===== src/rtl/conv1_out_serializer.sv =====
// Purpose: drains one conv1 frame (NUM_CH parallel words) into a one-word-per-cycle
//          valid/ready stream tagged with channel index and last flag, optional ReLU.
// Latency: first word one cycle after frame accept; back-to-back frames with no bubble.
// Backpressure: out_ready low holds all out_* stable; new frame accepted only when idle
//               or on the same edge as the last-beat transfer.
module conv1_out_serializer #(
  parameter int NUM_CH  = 32,
  parameter int DATA_W  = 32,
  parameter int CH_W    = 5,
  parameter int RELU_EN = 1
) (
  input  logic                     clk,
  input  logic                     rst,
  input  logic                     in_valid,
  output logic                     in_ready,
  input  logic [NUM_CH*DATA_W-1:0] in_data,
  output logic                     out_valid,
  input  logic                     out_ready,
  output logic [DATA_W-1:0]        out_data,
  output logic [CH_W-1:0]          out_ch,
  output logic                     out_last,
  output logic [15:0]              frame_cnt
);

  typedef enum logic {IDLE, SEND} state_t;

  localparam logic [CH_W-1:0] LAST_CH = CH_W'(NUM_CH - 1);

  state_t                     state_q, state_d;
  logic [NUM_CH*DATA_W-1:0]   buf_q, buf_d;
  logic [CH_W-1:0]            ch_q, ch_d;
  logic                       out_valid_q, out_valid_d;
  logic [DATA_W-1:0]          out_data_q, out_data_d;
  logic                       out_last_q, out_last_d;
  logic [15:0]                frame_cnt_q, frame_cnt_d;

  logic                       in_fire;
  logic                       out_fire;
  logic                       last_fire;
  logic [CH_W-1:0]            ch_inc;

  // Clamp sign-set words to zero when ReLU is enabled; this also zeroes -0,
  // negative infinity and sign-set NaNs, which is what the next stage expects.
  function automatic logic [DATA_W-1:0] relu(input logic [DATA_W-1:0] w);
    if ((RELU_EN != 0) && w[DATA_W-1]) begin
      return '0;
    end
    return w;
  endfunction

  assign out_fire  = out_valid_q & out_ready;
  assign last_fire = out_fire & out_last_q;
  assign in_ready  = !rst & ((state_q == IDLE) | last_fire);
  assign in_fire   = in_valid & in_ready;
  assign ch_inc    = ch_q + CH_W'(1);

  // Next-state: frame capture, channel advance, and frame completion counting.
  always_comb begin
    state_d     = state_q;
    buf_d       = buf_q;
    ch_d        = ch_q;
    out_valid_d = out_valid_q;
    out_data_d  = out_data_q;
    out_last_d  = out_last_q;
    frame_cnt_d = frame_cnt_q;

    if (in_fire) begin
      // New frame (from IDLE or chained on the last beat): present ch 0 next cycle.
      buf_d       = in_data;
      ch_d        = '0;
      state_d     = SEND;
      out_valid_d = 1'b1;
      out_data_d  = relu(in_data[DATA_W-1:0]);
      out_last_d  = 1'b0;
    end else if (out_fire) begin
      if (out_last_q) begin
        state_d     = IDLE;
        out_valid_d = 1'b0;
      end else begin
        ch_d       = ch_inc;
        out_data_d = relu(buf_q[int'(ch_inc)*DATA_W +: DATA_W]);
        out_last_d = (ch_inc == LAST_CH);
      end
    end

    if (last_fire) begin
      frame_cnt_d = frame_cnt_q + 16'd1;
    end
  end

  // State and output registers; synchronous reset discards any frame in flight.
  always_ff @(posedge clk) begin
    if (rst) begin
      state_q     <= IDLE;
      buf_q       <= '0;
      ch_q        <= '0;
      out_valid_q <= 1'b0;
      out_data_q  <= '0;
      out_last_q  <= 1'b0;
      frame_cnt_q <= '0;
    end else begin
      state_q     <= state_d;
      buf_q       <= buf_d;
      ch_q        <= ch_d;
      out_valid_q <= out_valid_d;
      out_data_q  <= out_data_d;
      out_last_q  <= out_last_d;
      frame_cnt_q <= frame_cnt_d;
    end
  end

  assign out_valid = out_valid_q;
  assign out_data  = out_data_q;
  assign out_ch    = ch_q;
  assign out_last  = out_last_q;
  assign frame_cnt = frame_cnt_q;

endmodule

===== config.mk =====
export PLATFORM = sky130hd
export DESIGN_NAME = conv1_out_serializer
export DESIGN_NICKNAME = d
export VERILOG_FILES = /design/src/rtl/conv1_out_serializer.sv
export SDC_FILE = /design/constraint.sdc
export NUM_CORES = 2
export LEC_CHECK = 0
export BUFFER_PORTS_ARGS = -buffer_cell sky130_fd_sc_hd__buf_2
export CORE_AREA = 8 8 411 413
export DETAILED_ROUTE_END_ITERATION = 10
export DIE_AREA = 0 0 419 421
export PLACE_DENSITY = 0.5
export SETUP_SLACK_MARGIN = 0.02
export SLEW_MARGIN = 20
export SYNTH_ARGS = -nofsm -noshare
export SYNTH_HDL_FRONTEND = slang
export SYNTH_SLANG_ARGS = --single-unit

===== constraint.sdc =====
create_clock -name clk -period 3.4 [get_ports clk]
set_input_delay 0.34 -clock clk [delete_from_list [all_inputs] [get_ports clk]]
set_output_delay 0.34 -clock clk [all_outputs]
set_load 0.01 [all_outputs]

==> results.py <==
metrics = {
    "floorplan": {
        "design.die.area_sq_mm": 0.176,
        "rows": 148,
        "start_util_pct": 29.6,
        "die_h_microns": 421,
        "die_w_microns": 419,
        "io-pin-count": 1084,
        "core_sq_mm": 0.162,
    },
    "worst_setup_path": {
        "path_class": "register to register",
        "cp-end-kind": "register",
        "r2r_setup_slack_ns": 0.11,
        "critPathArrivalTime_ns": 3.87,
        "reg2reg_depth": 10,
        "cp.required_ns": 3.98,
        "r2r_start": "out_ch[0]",
        "crit_start": "out_ch[0]",
        "worstPathMaxFanout": 22,
        "startpoint_type": "register",
        "r2r-end": "out_data[23]",
    },
    "routing": {
        "drt_iter0_drc": 3733,
        "met3WireLength_mm": 16.8,
        "drt-met1-wl_mm": 99.5,
        "wl_met2_mm": 114,
        "remaining_drc_errors": 0,
        "routed_wl_mm": 250,
        "drt-wirelength-per-cell_microns": 25.7,
        "top_layer_used": "met5",
        "firstDrtPassIters": 5,
        "vias": 48000,
        "viasPerCell": 4.94,
        "ant_nets": 0,
    },
    "global_routing": {
        "track_usage_pct": 27.0,
        "grt_pass1_vias": 49500,
        "overflow": 0,
        "antenna_found_initial": 78,
        "grt_max_degree": 273,
        "grt_pass1_wl_mm": 349,
    },
    "timing": {
        "fmax_mhz": 304,
        "setup_ws_ns": 0.114,
        "fin_crit_sh_pct": 96.7,
        "rsz0062_at_grt": "no",
        "slew_headroom_pct": 18.0,
        "min_period_ns": 3.29,
        "worst_pin_slew_ns": 1.23,
        "maxSlewViolCount": 0,
        "hold_violations": 0,
        "skew_ns": 0.0476,
        "setup_viol": 0,
        "tns_ns": 0,
    },
    "cells_and_area": {
        "area_delta_synth_final_pct": 46.8,
        "drive_above_1_share_pct": 22.2,
        "seqCellArea_sq_mm": 0.0216,
        "n_fill_cell": 15800,
        "final_cell_mix": "nand2_1, buf_2, dfxtp_1, dlygate4sd3_1, nand2b_1",
        "final_common_cell": "nand2_1",
        "nets": 8397,
        "fin_util_pct": 43.5,
        "multi_input_area_sq_mm": 0.0245,
        "stdcell_area_sq_mm": 0.0705,
    },
    "logic_synthesis": {
        "yosys_warnings": 0,
        "ys_seq_area_share_pct": 44.9,
        "synth_seq_cells": 1078,
        "synthCells": 5471,
        "synth_area_sq_mm": 0.0480,
        "synth_cell_types": 38,
        "syn-num-nets": 6502,
        "synth_area_per_cell_sq_um": 8.78,
    },
    "placed_design": {
        "portBuffers": 1082,
        "place_hpwl_mm": 186,
        "place_area_sq_mm": 0.0555,
        "dp_slack_ns": 0.120,
        "globalplace.congestion": 0.914,
    },
    "cts": {
        "cts.reportedPaths.clkPinSlew_ns": 0.06,
        "numCtsBuffers": 131,
        "clkLatencyLatePin_ns": 0.77,
        "root_buffer": "clkbuf_16",
        "cts.sinks": 1078,
        "cts_tree": "done",
        "cts.path.max_buffers": 3,
        "cts_max_level": 4,
    },
    "worst_hold_path": {
        "hold_depth": 3,
        "min_to": "out_valid",
        "hold_path.class": "input pin to register",
        "min_from": "rst",
    },
    "power_and_ir_drop": {
        "p_per_area_mw_per_mm2": 479,
        "power.leakage_nw": 27.2,
        "ir_worst_vdd_mv": 0.478,
        "finalPower_mw": 33.7,
    },
    "flow_run": {
        "maxCapViolations": 0,
    },
    "outcome": {
        "status": "finished clean",
    },
}
-- power breakdown --
| part | switching, mW | internal [mW] |
|---|---|---|
| registers | 0.590 | 13.5 |
| logic | 2.76 | 2.63 |
| clock network | 6.00 | 8.25 |
| total | 9.35 | 24.4 |
-- how the worst max path moves through the flow --
stage | endpoint | slack (ns) | cells past startpoint
4_1_cts | out_data[22] | 0.11 | 9
3_5_place_dp | out_data[22] | 0.12 | 9
2_1_floorplan | out_data[11] | 0.84 | 12
6_report | out_data[23] | 0.11 | 10
3_3_place_gp | out_data[22] | 0.13 | 9
5_1_grt | out_data[7] | 0.08 | 7
-- Yosys cell counts, drive strengths merged --
master | n | area share, %
a2111oi | 7 | 0.13
a21o | 31 | 0.48
a21oi | 6 | 0.063
a22oi | 1 | 0.026
a31o | 4 | 0.073
a31oi | 65 | 0.85
a32oi | 31 | 0.57
and2b | 1 | 0.016
and3 | 4 | 0.052
and4 | 3 | 0.055
buf | 184 | 1.9
clkbuf | 282 | 2.2
conb | 1 | 0.0078
dfxtp | 1078 | 45
ha | 3 | 0.078
inv | 2 | 0.016
mux2i | 39 | 0.81
mux4 | 250 | 12
nand2 | 1222 | 9.6
nand2b | 1025 | 13
nand3 | 72 | 0.75
nand4 | 5 | 0.065
nor2 | 56 | 0.44
nor2b | 5 | 0.065
nor3 | 9 | 0.094
nor3b | 2 | 0.031
nor4 | 31 | 0.40
o21ai | 1024 | 11
or2 | 1 | 0.013
or3 | 1 | 0.013
xnor2 | 9 | 0.18
xor2 | 17 | 0.33
-- kinds of logic (layout without fill, tap and decap cells) --
logic type,count (synthesis),after routing,share of synthesized area [%]
multiplexers,289,289,12.5
AND/OR/NAND/NOR,2437,2437,24.9
flip-flops,1078,1078,44.9
AO/OA/AOI/OAI,1169,1169,12.9
buffers and inverters,468,2462,4.16
XOR/XNOR,26,26,0.506
other,1,63,0.00781
adder cells (fa/ha/maj),3,3,0.0782
-- metal layers --
metal  global-route usage [%]  up-vias
li1                         -    22300
met1                     32.3    22800
met2                     42.9     1971
met3                     6.39      788
met4                     18.1       28
met5                        0        -
-- final cells by class --
| type | count | share of cell area, % |
|---|---|---|
| antenna | 62 | 0.220 |
| clock buffer | 183 | 5.39 |
| clock inverter | 49 | 0.788 |
| inverter | 2 | 0.0107 |
| multi-input combinational | 3925 | 34.8 |
| sequential | 1078 | 30.6 |
| tap | 2175 | 3.86 |
| timing repair buffer | 2228 | 24.3 |
-- flip-flops by register name, summed over array words and instances (netlist names) --
register and count:
buf_q 1024, frame_cnt 16, out_ch 5, out_data 31, out_last 1, out_valid 1
-- critical path, cell delays in order (launching register included) --
cell and delay [ns]:
dfxtp_4 0.39, inv_1 0.12, ha_4 0.62, buf_12 0.24
buf_4 0.16, mux4_2 0.39, mux2i_1 0.52, buf_4 0.22
a32oi_1 0.12, a31oi_1 0.25, nor4_1 0.06
-- what timing repair did --
item                                    in CTS  in global routing
endpoints found under the setup margin       0                 21
gates resized for setup                      0                  1
hold endpoints to repair                  1025                  0
hold buffers                              1045                  0
setup buffers                                0                  1
-- through the flow --
| step | cells | hold WS, ns |
|---|---|---|
| final | 9702 | 0.133 |
| after global routing | 9683 | 0.105 |
| after CTS | 9638 | 0.0736 |
| after detailed placement | 8361 | 0.461 |
| after global placement | 8361 | 0.457 |
| after floorplan | 5471 | 0.445 |
Note: power is estimated with default switching activity, not from simulation.
